$ cat src/rtl/year_leap_tracker.sv
// year_leap_tracker: calendar year register with Gregorian leap flag and host load via subtract-divide FSM
module year_leap_tracker #(
  parameter int YEAR_W     = 14,
  parameter int MAX_YEAR   = 9999,
  parameter int RESET_YEAR = 2000
) (
  input  logic              clk,
  input  logic              rst,
  input  logic              year_tick,
  input  logic              load_valid,
  input  logic [YEAR_W-1:0] load_year,
  output logic              load_ready,
  output logic [YEAR_W-1:0] year,
  output logic              leap,
  output logic              busy,
  output logic              load_done
);
  typedef enum logic [1:0] {IDLE, DIV400, DIV100, COMMIT} state_t;
  localparam logic [YEAR_W-1:0] MAX_Y = YEAR_W'(MAX_YEAR);
  localparam logic [YEAR_W-1:0] RST_Y = YEAR_W'(RESET_YEAR);
  localparam logic [YEAR_W-1:0] C400 = YEAR_W'(400);
  localparam logic [YEAR_W-1:0] C100 = YEAR_W'(100);
  localparam logic [8:0] RST_400 = 9'(RESET_YEAR % 400);
  localparam logic [6:0] RST_100 = 7'(RESET_YEAR % 100);
  state_t state, state_n;
  logic [8:0] r400, tmp400;
  logic [6:0] r100;
  logic [YEAR_W-1:0] work, ld, clamp;
  logic pend, inc;
  assign clamp = load_year > MAX_Y ? MAX_Y : load_year;
  assign inc = year_tick | pend;
  assign load_ready = state == IDLE;
  assign busy = !load_ready;
  assign leap = r400 == 9'd0 || (r100 != 7'd0 && r400[1:0] == 2'd0);
  // state register; reset aborts any load in progress
  always_ff @(posedge clk or posedge rst)
    if (rst) state <= IDLE;
    else state <= state_n;
  // next state: accept in IDLE, subtract 400s, then 100s, then commit
  always_comb begin
    state_n = state;
    state_n = state == IDLE   ? (load_valid ? DIV400 : IDLE) :
              state == DIV400 ? (work >= C400 ? DIV400 : DIV100) :
              state == DIV100 ? (work >= C100 ? DIV100 : COMMIT) : IDLE;
  end
  // year/residue datapath; ticks seen while busy are held in pend and applied in IDLE
  always_ff @(posedge clk or posedge rst)
    if (rst) begin
      year <= RST_Y;
      r400 <= RST_400;
      r100 <= RST_100;
      work <= '0;
      ld <= '0;
      tmp400 <= '0;
      pend <= 1'b0;
      load_done <= 1'b0;
    end else begin
      load_done <= state == COMMIT;
      pend <= state == IDLE ? 1'b0 : pend | year_tick;
      if (state == IDLE) begin
        if (inc) begin
          year <= year == MAX_Y ? '0 : year + 1'b1;
          r400 <= r400 == 9'd399 ? 9'd0 : r400 + 9'd1;
          r100 <= r100 == 7'd99 ? 7'd0 : r100 + 7'd1;
        end
        if (load_valid) begin
          work <= clamp;
          ld <= clamp;
        end
      end else if (state == DIV400) begin
        if (work >= C400) work <= work - C400;
        else tmp400 <= work[8:0];
      end else if (state == DIV100) begin
        if (work >= C100) work <= work - C100;
      end else begin
        year <= ld;
        r400 <= tmp400;
        r100 <= work[6:0];
      end
    end
endmodule

$ cat config.mk
export PLATFORM = sky130hd
export DESIGN_NAME = year_leap_tracker
export DESIGN_NICKNAME = d
export VERILOG_FILES = /design/src/rtl/year_leap_tracker.sv
export SDC_FILE = /design/constraint.sdc
export NUM_CORES = 1
export LEC_CHECK = 0
export BUFFER_PORTS_ARGS = -buffer_cell sky130_fd_sc_hd__buf_2
export CAP_MARGIN = 15
export CORE_MARGIN = 1
export CORE_UTILIZATION = 30
export CTS_BUF_LIST = sky130_fd_sc_hd__clkbuf_2 sky130_fd_sc_hd__clkbuf_4 sky130_fd_sc_hd__clkbuf_8
export CTS_CLUSTER_DIAMETER = 200
export DETAILED_ROUTE_END_ITERATION = 16
export PLACE_DENSITY = 0.43
export REMOVE_ABC_BUFFERS = 1
export SYNTH_ARGS = -nofsm -noshare
export SYNTH_HDL_FRONTEND = slang
export SYNTH_SLANG_ARGS = --single-unit
$ cat constraint.sdc
create_clock -name clk -period 2.55 [get_ports clk]
set_input_delay 0.255 -clock clk [delete_from_list [all_inputs] [get_ports clk]]
set_output_delay 0.255 -clock clk [all_outputs]
set_load 0.03 [all_outputs]
==> run metrics <==
share of cells above drive strength 1=18.9%; via-per-instance ratio=5.55; worst slack, placed=0.290 ns; DIE AREA=0.0144 mm²; crit path max fanout=7; Clock Skews=0.0125 ns; Starting Density=31.2%; gr usage total=19.4%; Clk pin slew, worst setup/hold paths=0.07 ns; ant diodes=0; hold_buf cts=1; Post-Route WL=13000 µm; Seq/Total Area, Yosys=42.6%; Max Cap Viol=0; unrepaired setup endpoints after global routing=false; Int Pwr=3290 µW; number of global-route vias before repair=3765; Hold Path End=ld[1]; fillers=1424; final slew viol count=0; max frequency=439 MHz; R2R cell count=8; CP bufs+invs=2; Gate Count Post-Synth=456; register area=0.00178 mm²; Remaining DRCs=0; fin worst setup slack=0.273 ns; DP HPWL=9360 µm; multi-input combinational cell area=0.00224 mm²; Layout area overhead=15.5%; Avg WL per Cell=19.0 µm; # IOs=36; startpoint types=register; Worst R2R Start=work[3]; Synth top cells by count=dfrtp_1 (65), nand2_1 (59), o21ai_0 (50); synthesis-stage register bit count=71; critical path required time=2.79 ns; synth unique cells=73; Pleak=0.00212 µW; CTS tree=yes; mean post-synth cell area=9.19 µm²; top_reg_cell synth=dfrtp_1; setup slack, reg-to-reg=0.27 ns; Clock Path Buffers=2; first-pass GRT wire length=21300 µm; Placer Congestion=0.840; Die Span X=120 µm; Final Util=36.0%; endpoints failing setup=0; crit path kind=register to register; Peak VDD IR=388 µV; Largest stage delay, worst path=0.39 ns; Sw Ratio=46.6%; sequential power share=36.9%; initial antenna violation count=0; cell area after synthesis=0.00419 mm²; core area=0.0135 mm²; CTS Root Cell=clkbuf_8; count leader, synth=dfrtp_1; fin crit period=2.28 ns; status=complete, no violations; Site Rows=42; CP max-delay cell=dfrtp_1; gr ovfl total=0; Clock Power Share=14.1%; final std cells w/o fill=684; Worst slew margin=48.2%; post-CTS setup buffers=0; combinational share of power=49.0%; total number of vias=3796; Chip Height=120 µm; Reg-to-Reg End=work[3]; hold crit path type=primary input to register; post-synth top area share=38.8%; Placed Cells=667; Arr. time, crit path=2.52 ns; Async SR Flop Fraction=100%; final worst-path cycle share=89.3%; total CTS buffers=9; post-route ant nets=0; Pwr Density=1270 mW/mm²; largest area contributor in the netlist=dfrtp_1; CTS sink count=71; NetSw=2870 µW; post-CTS resize count=0; fin nets=533; Crit path max-delay family=compound AO/OA/AOI/OAI gates; EDFF count, synth=0; Yosys Warn Count=0; largest net degree at the start of global routing=72; crit path cell chain=inv_1 -> ha_1 -> and3b_1 -> a2111oi_4 -> buf_4 -> a21oi_1 -> nor2_1 -> mux2_2; total iterations of the first detailed-routing run=5; clock latency on the worst-skew pair=0.37 ns; worst min-delay path startpoint=load_year[1]; Hold Fails Final Rpt=0; WHS Path Cells=2; Worst Tran Pin Value=0.777 ns; Synth area leaders=dfrtp_1 (39%), o21ai_0 (6.0%), nand2_1 (5.3%), dfstp_2 (3.8%), ha_1 (3.6%); Setup crit end kind=register; H-tree levels=3; Port Buffers=35; DR iter-0 viols=383
## how the worst max path moves through the flow
stage                   from      end  slack [ns]  cells after the start
global route         work[3]  work[3]        0.09                      8
floorplan           register  r400[3]     -0.0004                      4
finish               work[3]  work[3]        0.27                      8
detailed placement   work[3]  work[3]        0.29                      8
CTS                  work[3]  work[3]        0.26                      8
global placement     work[3]  work[3]        0.32                      8
## logic make-up (layout without fill, tap and decap cells)
family                   Yosys count  count (layout)  synth area share [%]
AND/OR/NAND/NOR                  175             175                  22.1
flip-flops                        71              71                  42.6
buffers and inverters             39              91                  4.09
adder cells (fa/ha/maj)           12              12                  3.58
multiplexers                      11              11                  2.90
AO/OA/AOI/OAI                    148             148                  24.7
## through the flow
stage	TNS [ns]	power, µW	hold WS [ns]	instance area [µm²]
finish	0	6160	0.130	4840
CTS	0	6200	0.115	4840
global route	0	6670	0.128	4840
global placement	0	5330	0.376	4650
detailed placement	0	5300	0.377	4650
floorplan	-0.000363	4180	0.360	4090
## registers in the layout, summed over array words and instances (netlist names), named ones only
signal / count
load_done: 1
r400: 9
r100: 7
tmp400: 9
year: 14
ld: 14
pend: 1
state: 1
work: 14
## final cells by class
type                    instances  area share [%]
multi-input cells             346            46.2
flip-flops and latches         71            36.8
repair buffers                 57            7.34
well taps                     176            4.55
clock buffers                  12            3.28
inverters                      18            1.40
clock inverters                 4           0.413
## power groups by stage
| stage | clock network, µW | registers [µW] | logic, µW |
|---|---|---|---|
| 2_1_floorplan | 0 | 2340 | 1840 |
| 3_3_place_gp | 0 | 2290 | 3030 |
| 3_5_place_dp | 0 | 2290 | 3010 |
| 4_1_cts | 899 | 2270 | 3030 |
| 5_1_grt | 925 | 2370 | 3380 |
| 6_report | 869 | 2270 | 3020 |
## cells in the final DEF, fill, tap and decap left out, drive strengths merged, types with 8 or more instances in the layout
master and count:
dfrtp 65, nand2 60, buf 56, o21ai 53
nor2 23, nand3 18, inv 18, and3 14
a21oi 13, nor3 12, a31oi 12, ha 12
clkbuf 12, a221o 8
## routing by layer
metal	vias up	global-route usage, %	routed length (µm)	share of wire (%)
met2	113	28.6	5790	45
met5	-	0	0	0
met1	1853	27.7	6260	48
met3	28	2.88	528	4.1
li1	1802	-	-	-
met4	0	9.38	417	3.2
No activity file was read; power rests on OpenSTA's default activity.
